--- src/rtl/adder_arbiter.sv ---
// adder_arbiter: two-requester, round-robin arbitrated 32-bit add/subtract unit.
// Every operation is computed by one shared ripple adder.
//
// Ports
//   clk, reset                  clock, synchronous active-high reset
//   req0/a0/b0/sub0             requester 0 request, operands, subtract select
//   req1/a1/b1/sub1             requester 1 request, operands, subtract select
//   ack0, ack1                  one-cycle completion pulse to the served requester
//   result, carry_out, overflow registered arithmetic results
//   result_valid, result_id     result strobe and index of the served requester
//   busy                        high while an operation is in flight
//
// State   | meaning
// --------+-----------------------------------------------------------
// IDLE    | waiting for a request; latches the winner's operands
// ADD     | adder output captured into the result registers
// DONE    | pulses ack/result_valid, advances the priority pointer

module ripple_adder32 (
  input  logic [31:0] A,
  input  logic [31:0] B,
  input  logic        carry_in,
  output logic [31:0] S,
  output logic        carry_out
);

  logic [32:0] c;

  assign c[0] = carry_in;

  for (genvar i = 0; i < 32; i++) begin : g_bit
    assign S[i]   = A[i] ^ B[i] ^ c[i];
    assign c[i+1] = (A[i] & B[i]) | (c[i] & (A[i] ^ B[i]));
  end

  assign carry_out = c[32];

endmodule

module adder_arbiter (
  input  logic        clk,
  input  logic        reset,
  input  logic        req0,
  input  logic [31:0] a0,
  input  logic [31:0] b0,
  input  logic        sub0,
  input  logic        req1,
  input  logic [31:0] a1,
  input  logic [31:0] b1,
  input  logic        sub1,
  output logic        ack0,
  output logic        ack1,
  output logic [31:0] result,
  output logic        carry_out,
  output logic        overflow,
  output logic        result_valid,
  output logic        result_id,
  output logic        busy
);

  typedef enum logic [1:0] {
    IDLE = 2'd0,
    ADD  = 2'd1,
    DONE = 2'd2
  } state_t;

  state_t      state_q;
  logic        ptr_q;
  logic [31:0] a_q;
  logic [31:0] b_q;
  logic        sub_q;
  logic        id_q;
  logic [31:0] result_q;
  logic        carry_q;
  logic        ovf_q;
  logic        rid_q;
  logic        ack0_q;
  logic        ack1_q;
  logic        valid_q;
  logic        busy_q;

  logic        grant_d;
  logic [31:0] b_eff;
  logic [31:0] sum;
  logic        sum_co;
  logic        ovf_d;

  // Pointer only breaks ties; a lone requester always wins.
  always_comb begin
    grant_d = 1'b0;
    if (req0 && req1) begin
      grant_d = ptr_q;
    end else if (req1) begin
      grant_d = 1'b1;
    end
  end

  // Subtraction as A + ~B + 1, so carry_out = 1 means no borrow.
  assign b_eff = sub_q ? ~b_q : b_q;

  ripple_adder32 u_adder (
    .S         (sum),
    .carry_out (sum_co),
    .A         (a_q),
    .B         (b_eff),
    .carry_in  (sub_q)
  );

  assign ovf_d = (a_q[31] == b_eff[31]) && (sum[31] != a_q[31]);

  always_ff @(posedge clk) begin
    if (reset) begin
      state_q  <= IDLE;
      ptr_q    <= 1'b0;
      a_q      <= '0;
      b_q      <= '0;
      sub_q    <= 1'b0;
      id_q     <= 1'b0;
      result_q <= '0;
      carry_q  <= 1'b0;
      ovf_q    <= 1'b0;
      rid_q    <= 1'b0;
      ack0_q   <= 1'b0;
      ack1_q   <= 1'b0;
      valid_q  <= 1'b0;
      busy_q   <= 1'b0;
    end else begin
      ack0_q  <= 1'b0;
      ack1_q  <= 1'b0;
      valid_q <= 1'b0;
      case (state_q)
        IDLE: begin
          if (req0 || req1) begin
            a_q     <= grant_d ? a1 : a0;
            b_q     <= grant_d ? b1 : b0;
            sub_q   <= grant_d ? sub1 : sub0;
            id_q    <= grant_d;
            state_q <= ADD;
            busy_q  <= 1'b1;
          end
        end
        ADD: begin
          result_q <= sum;
          carry_q  <= sum_co;
          ovf_q    <= ovf_d;
          rid_q    <= id_q;
          state_q  <= DONE;
        end
        DONE: begin
          // Strobes land in the cycle after this edge, so the requester
          // sees ack while the FSM is already back in IDLE.
          valid_q <= 1'b1;
          ack0_q  <= ~id_q;
          ack1_q  <= id_q;
          ptr_q   <= ~id_q;
          state_q <= IDLE;
          busy_q  <= 1'b0;
        end
        default: begin
          state_q <= IDLE;
          busy_q  <= 1'b0;
        end
      endcase
    end
  end

  assign ack0         = ack0_q;
  assign ack1         = ack1_q;
  assign result       = result_q;
  assign carry_out    = carry_q;
  assign overflow     = ovf_q;
  assign result_valid = valid_q;
  assign result_id    = rid_q;
  assign busy         = busy_q;

endmodule
--- config.mk ---
export PLATFORM = sky130hd
export DESIGN_NAME = adder_arbiter
export DESIGN_NICKNAME = d
export VERILOG_FILES = /design/src/rtl/adder_arbiter.sv
export SDC_FILE = /design/constraint.sdc
export NUM_CORES = 1
export LEC_CHECK = 0
export CORE_MARGIN = 8
export CORE_UTILIZATION = 52
export DETAILED_ROUTE_END_ITERATION = 16
export GPL_ROUTABILITY_DRIVEN = 1
export PLACE_DENSITY = 0.86
export SLEW_MARGIN = 5
export SYNTH_ARGS = -nofsm -noshare
export SYNTH_HDL_FRONTEND = slang
export SYNTH_SLANG_ARGS = --single-unit
--- constraint.sdc ---
create_clock -name clk -period 30.9 [get_ports clk]
set_input_delay 6.18 -clock clk [delete_from_list [all_inputs] [get_ports clk]]
set_output_delay 6.18 -clock clk [all_outputs]
set_load 0.01 [all_outputs]
==> summary.txt <==
Power
  – Power share of the sequential group: 39.7%
  – Pwr dens: 53.4 nW/um2
  – Clock share of power: 29.5%
  – Leak: 2.55 nW
  – Switch share: 30.9%
  – Combinational share of power: 30.8%
  – Int Power: 0.000292 W
  – Worst vdd ir: 0.0000344 V
  – Net switching power figure: 0.000130 W

Setup path
  – Worst EP required: 31.17 ns
  – CP max-delay cell: dfxtp_2
  – Crit path launch type: flop
  – Worst Setup End Kind: flop
  – Crit Path Category: flop to flop
  – Worst path top cell family by delay: adder cells
  – Crit. path cell count: 38
  – Slowest Stage Delay on Critical Path: 0.99 ns
  – Data arrival time of the critical path: 14.55 ns
  – Critical Path Most Common Cell: fa_1
  – Reg2Reg Depth: 38
  – Crit path max fanout: 33
  – Worst path buffer plus inverter count: 3

Routing
  – DRT iter0 DRCs: 497
  – Via density per instance: 6.10
  – Detailed-route via count: 5328
  – Drt wl/cell: 20.8 um
  – ANT nets after route: 0
  – DR pass1 iterations: 5
  – Total wire length: 18100 um
  – Drt drc: 0

Die
  – I/O pin cnt: 173
  – Starting Density: 53.2%
  – Die Y: 124 um
  – DIE WIDTH: 124 um
  – Cell Rows: 39
  – Core ar.: 11400 um2
  – DIE AREA: 15300 um2

STA
  – Hold slack: 0.455 ns
  – Worst Max-Slew Pin Slew: 1.25 ns
  – Final setup TNS: 0 ns
  – Hold Fails Final Rpt: 0
  – Final min period: 14.28 ns
  – RSZ-0062 raised after global routing: no
  – Fmax: 70.0 MHz
  – Clk_skew: 0.0108 ns
  – Slew HR: 16.7%
  – Final setup fails: 0
  – Period utilization: 46.2%
  – Slew Viols, Final: 0

Synth
  – Compound-cell area share of the yosys netlist: 31.9%
  – Synthesized area: 6050 um2
  – Syn_area_per_cell: 9.91 um2
  – Syn. warnings: 0
  – Mux share of post-synthesis cell area: 0.166%
  – Synth Area in XOR/XNOR: 4.78%
  – Netlist cell types: 36
  – Cells after Synth: 610
  – Simple-gate share of the synthesized area: 7.80%
  – Adder-cell share of the synthesized area: 10.5%
  – Syn nets: 776
  – Post-synthesis register bit count: 108
  – Largest family of logic cells by synthesized area: compound AO/OA/AOI/OAI gates
  – Register area share after synthesis: 35.8%

Place
  – RD Place Congestion: 0.838
  – Input/output buffers: 172
  – Placed Area: 7570 um2
  – DP Wirelength: 12600 um

Layout
  – Util after Layout: 69.5%
  – Storage cell area: 2160 um2
  – Fraction of layout cells with a size suffix above 1: 11.6%
  – Nets: 891
  – Post-route cell area: 7900 um2
  – Area of the multi-input gates: 3350 um2
  – Most frequent cells in the layout: 170 x clkdlybuf4s50_1, 107 x dfxtp_1, 55 x o21ai_1, 44 x a21oi_1
  – Layout fillers: 890
  – Leading cell type in the layout, fill and taps excluded: clkdlybuf4s50_1
  – Area delta synth->final: 30.6%

Run status
  – Status: completed

GRT
  – Largest net degree at the start of global routing: 70
  – First-pass GRT wire length: 28800 um
  – Initial antenna violation count: 2
  – Via count of the first global-routing pass: 5704
  – GR Overflow Total: 0
  – Total GRT Usage: 23.7%

Worst hold path
  – HP Class: flop to flop
  – WHS Path Cells: 2

Clocking
  – Root Buffer: clkbuf_16
  – CTS tree: yes
  – CTS buffer count: 9
  – Clock transition at the registers of the reported paths: 0.08 ns
  – CTS Buffer Depth: 2
  – # hold bufs at CTS: 0
  – Clk Latency, worst-skew pair: 0.34 ns
  – CTS resizes: 0
  – H-tree lvl count: 3
  – CTS sink cnt: 108
  – Setup Fix Bufs, Post-CTS: 0

Run
  – Max Cap Viol: 0
metal layers:
metal / track usage, % / vias to the layer above / wire [um]
met5: 0 / - / 13
met4: 11.6 / 2 / 518
met3: 4.90 / 43 / 1390
met2: 40.6 / 255 / 8940
met1: 27.8 / 2556 / 7270
li1: - / 2472 / -
through the flow:
step                std cells  power (W)  setup slack [ns]
floorplan                 610   0.000253             17.67
global placement          857   0.000293             17.04
detailed placement        857   0.000300             16.66
CTS                       873   0.000422             16.63
global route              874   0.000443             16.07
finish                    874   0.000422             16.62
synthesized netlist by cell type:
cell | n | share of area [%]
dfxtp_1 | 108 | 36
o21ai_1 | 55 | 4.6
a21oi_1 | 44 | 3.6
a311oi_2 | 37 | 9.2
nand3_1 | 37 | 3.1
nor2_1 | 34 | 2.1
inv_1 | 33 | 2.0
fa_1 | 31 | 10
xnor2_1 | 31 | 4.5
a211oi_1 | 30 | 3.7
a311oi_1 | 28 | 4.1
buf_2 | 27 | 2.2
buf_4 | 20 | 2.5
a221oi_2 | 16 | 4.0
clkbuf_1 | 15 | 0.93
a221oi_1 | 13 | 1.9
o21ai_0 | 11 | 0.91
nand2_1 | 9 | 0.56
buf_6 | 5 | 0.93
clkbuf_2 | 5 | 0.41
nand2b_1 | 4 | 0.41
or2_1 | 2 | 0.21
xor2_1 | 2 | 0.29
and2_1 | 1 | 0.10
and2b_1 | 1 | 0.12
buf_1 | 1 | 0.062
ha_1 | 1 | 0.21
mux2i_1 | 1 | 0.17
nand2_4 | 1 | 0.19
nor2_2 | 1 | 0.10
nor2_4 | 1 | 0.19
nor2_8 | 1 | 0.33
nor2b_1 | 1 | 0.10
nor3_1 | 1 | 0.083
nor3b_1 | 1 | 0.12
or3_1 | 1 | 0.10
worst min-delay path, cell delays in order, from the launching register on:
cell	delay, ns
dfxtp_1	0.31
nand2_1	0.05
a21oi_1	0.05
power by group through the flow:
| stage | clock network (W) | logic, W | registers, W |
|---|---|---|---|
| after global routing | 0.000131 | 0.000143 | 0.000169 |
| final | 0.000125 | 0.000130 | 0.000167 |
| after detailed placement | 0 | 0.000129 | 0.000170 |
| after floorplan | 0 | 0.0000854 | 0.000168 |
| after CTS | 0.000125 | 0.000130 | 0.000167 |
| after global placement | 0 | 0.000123 | 0.000169 |
kinds of logic (layout without fill, tap and decap cells):
kind of cell | Yosys count | count (layout)
AO/OA/AOI/OAI | 234 | 234
XOR/XNOR | 33 | 33
adder cells (fa/ha/maj) | 32 | 32
buffers and inverters | 106 | 226
flip-flops | 108 | 108
multiplexers | 1 | 1
other | 0 | 1
AND/OR/NAND/NOR | 96 | 96
state kept, by name (all words and copies together), names as in the netlist:
| signal | cells |
|---|---|
| result | 32 |
| a_q | 32 |
| result_id | 1 |
| id_q | 1 |
| b_q | 32 |
| carry_out | 1 |
| ptr_q | 1 |
| ack0 | 1 |
| busy | 1 |
| ack1 | 1 |
| result_valid | 1 |
| overflow | 1 |
| state_q | 2 |
| sub_q | 1 |
final timing paths:
path | from | to | slack [ns]
hold reg to reg | overflow | overflow | 0.46
setup / recovery | sub_q | overflow | 16.62
hold / removal | overflow | overflow | 0.46
setup reg to reg | sub_q | overflow | 16.62
final cells by class:
cell class / instances / area share [%]
antenna: 1 / 0.0317
tap: 143 / 2.27
multi-input combinational: 396 / 42.4
sequential: 108 / 27.4
clock buffer: 11 / 3.07
inverter: 33 / 1.57
clock inverter: 5 / 1.06
timing repair buffer: 177 / 22.2
(Power assumes the default switching activity.)
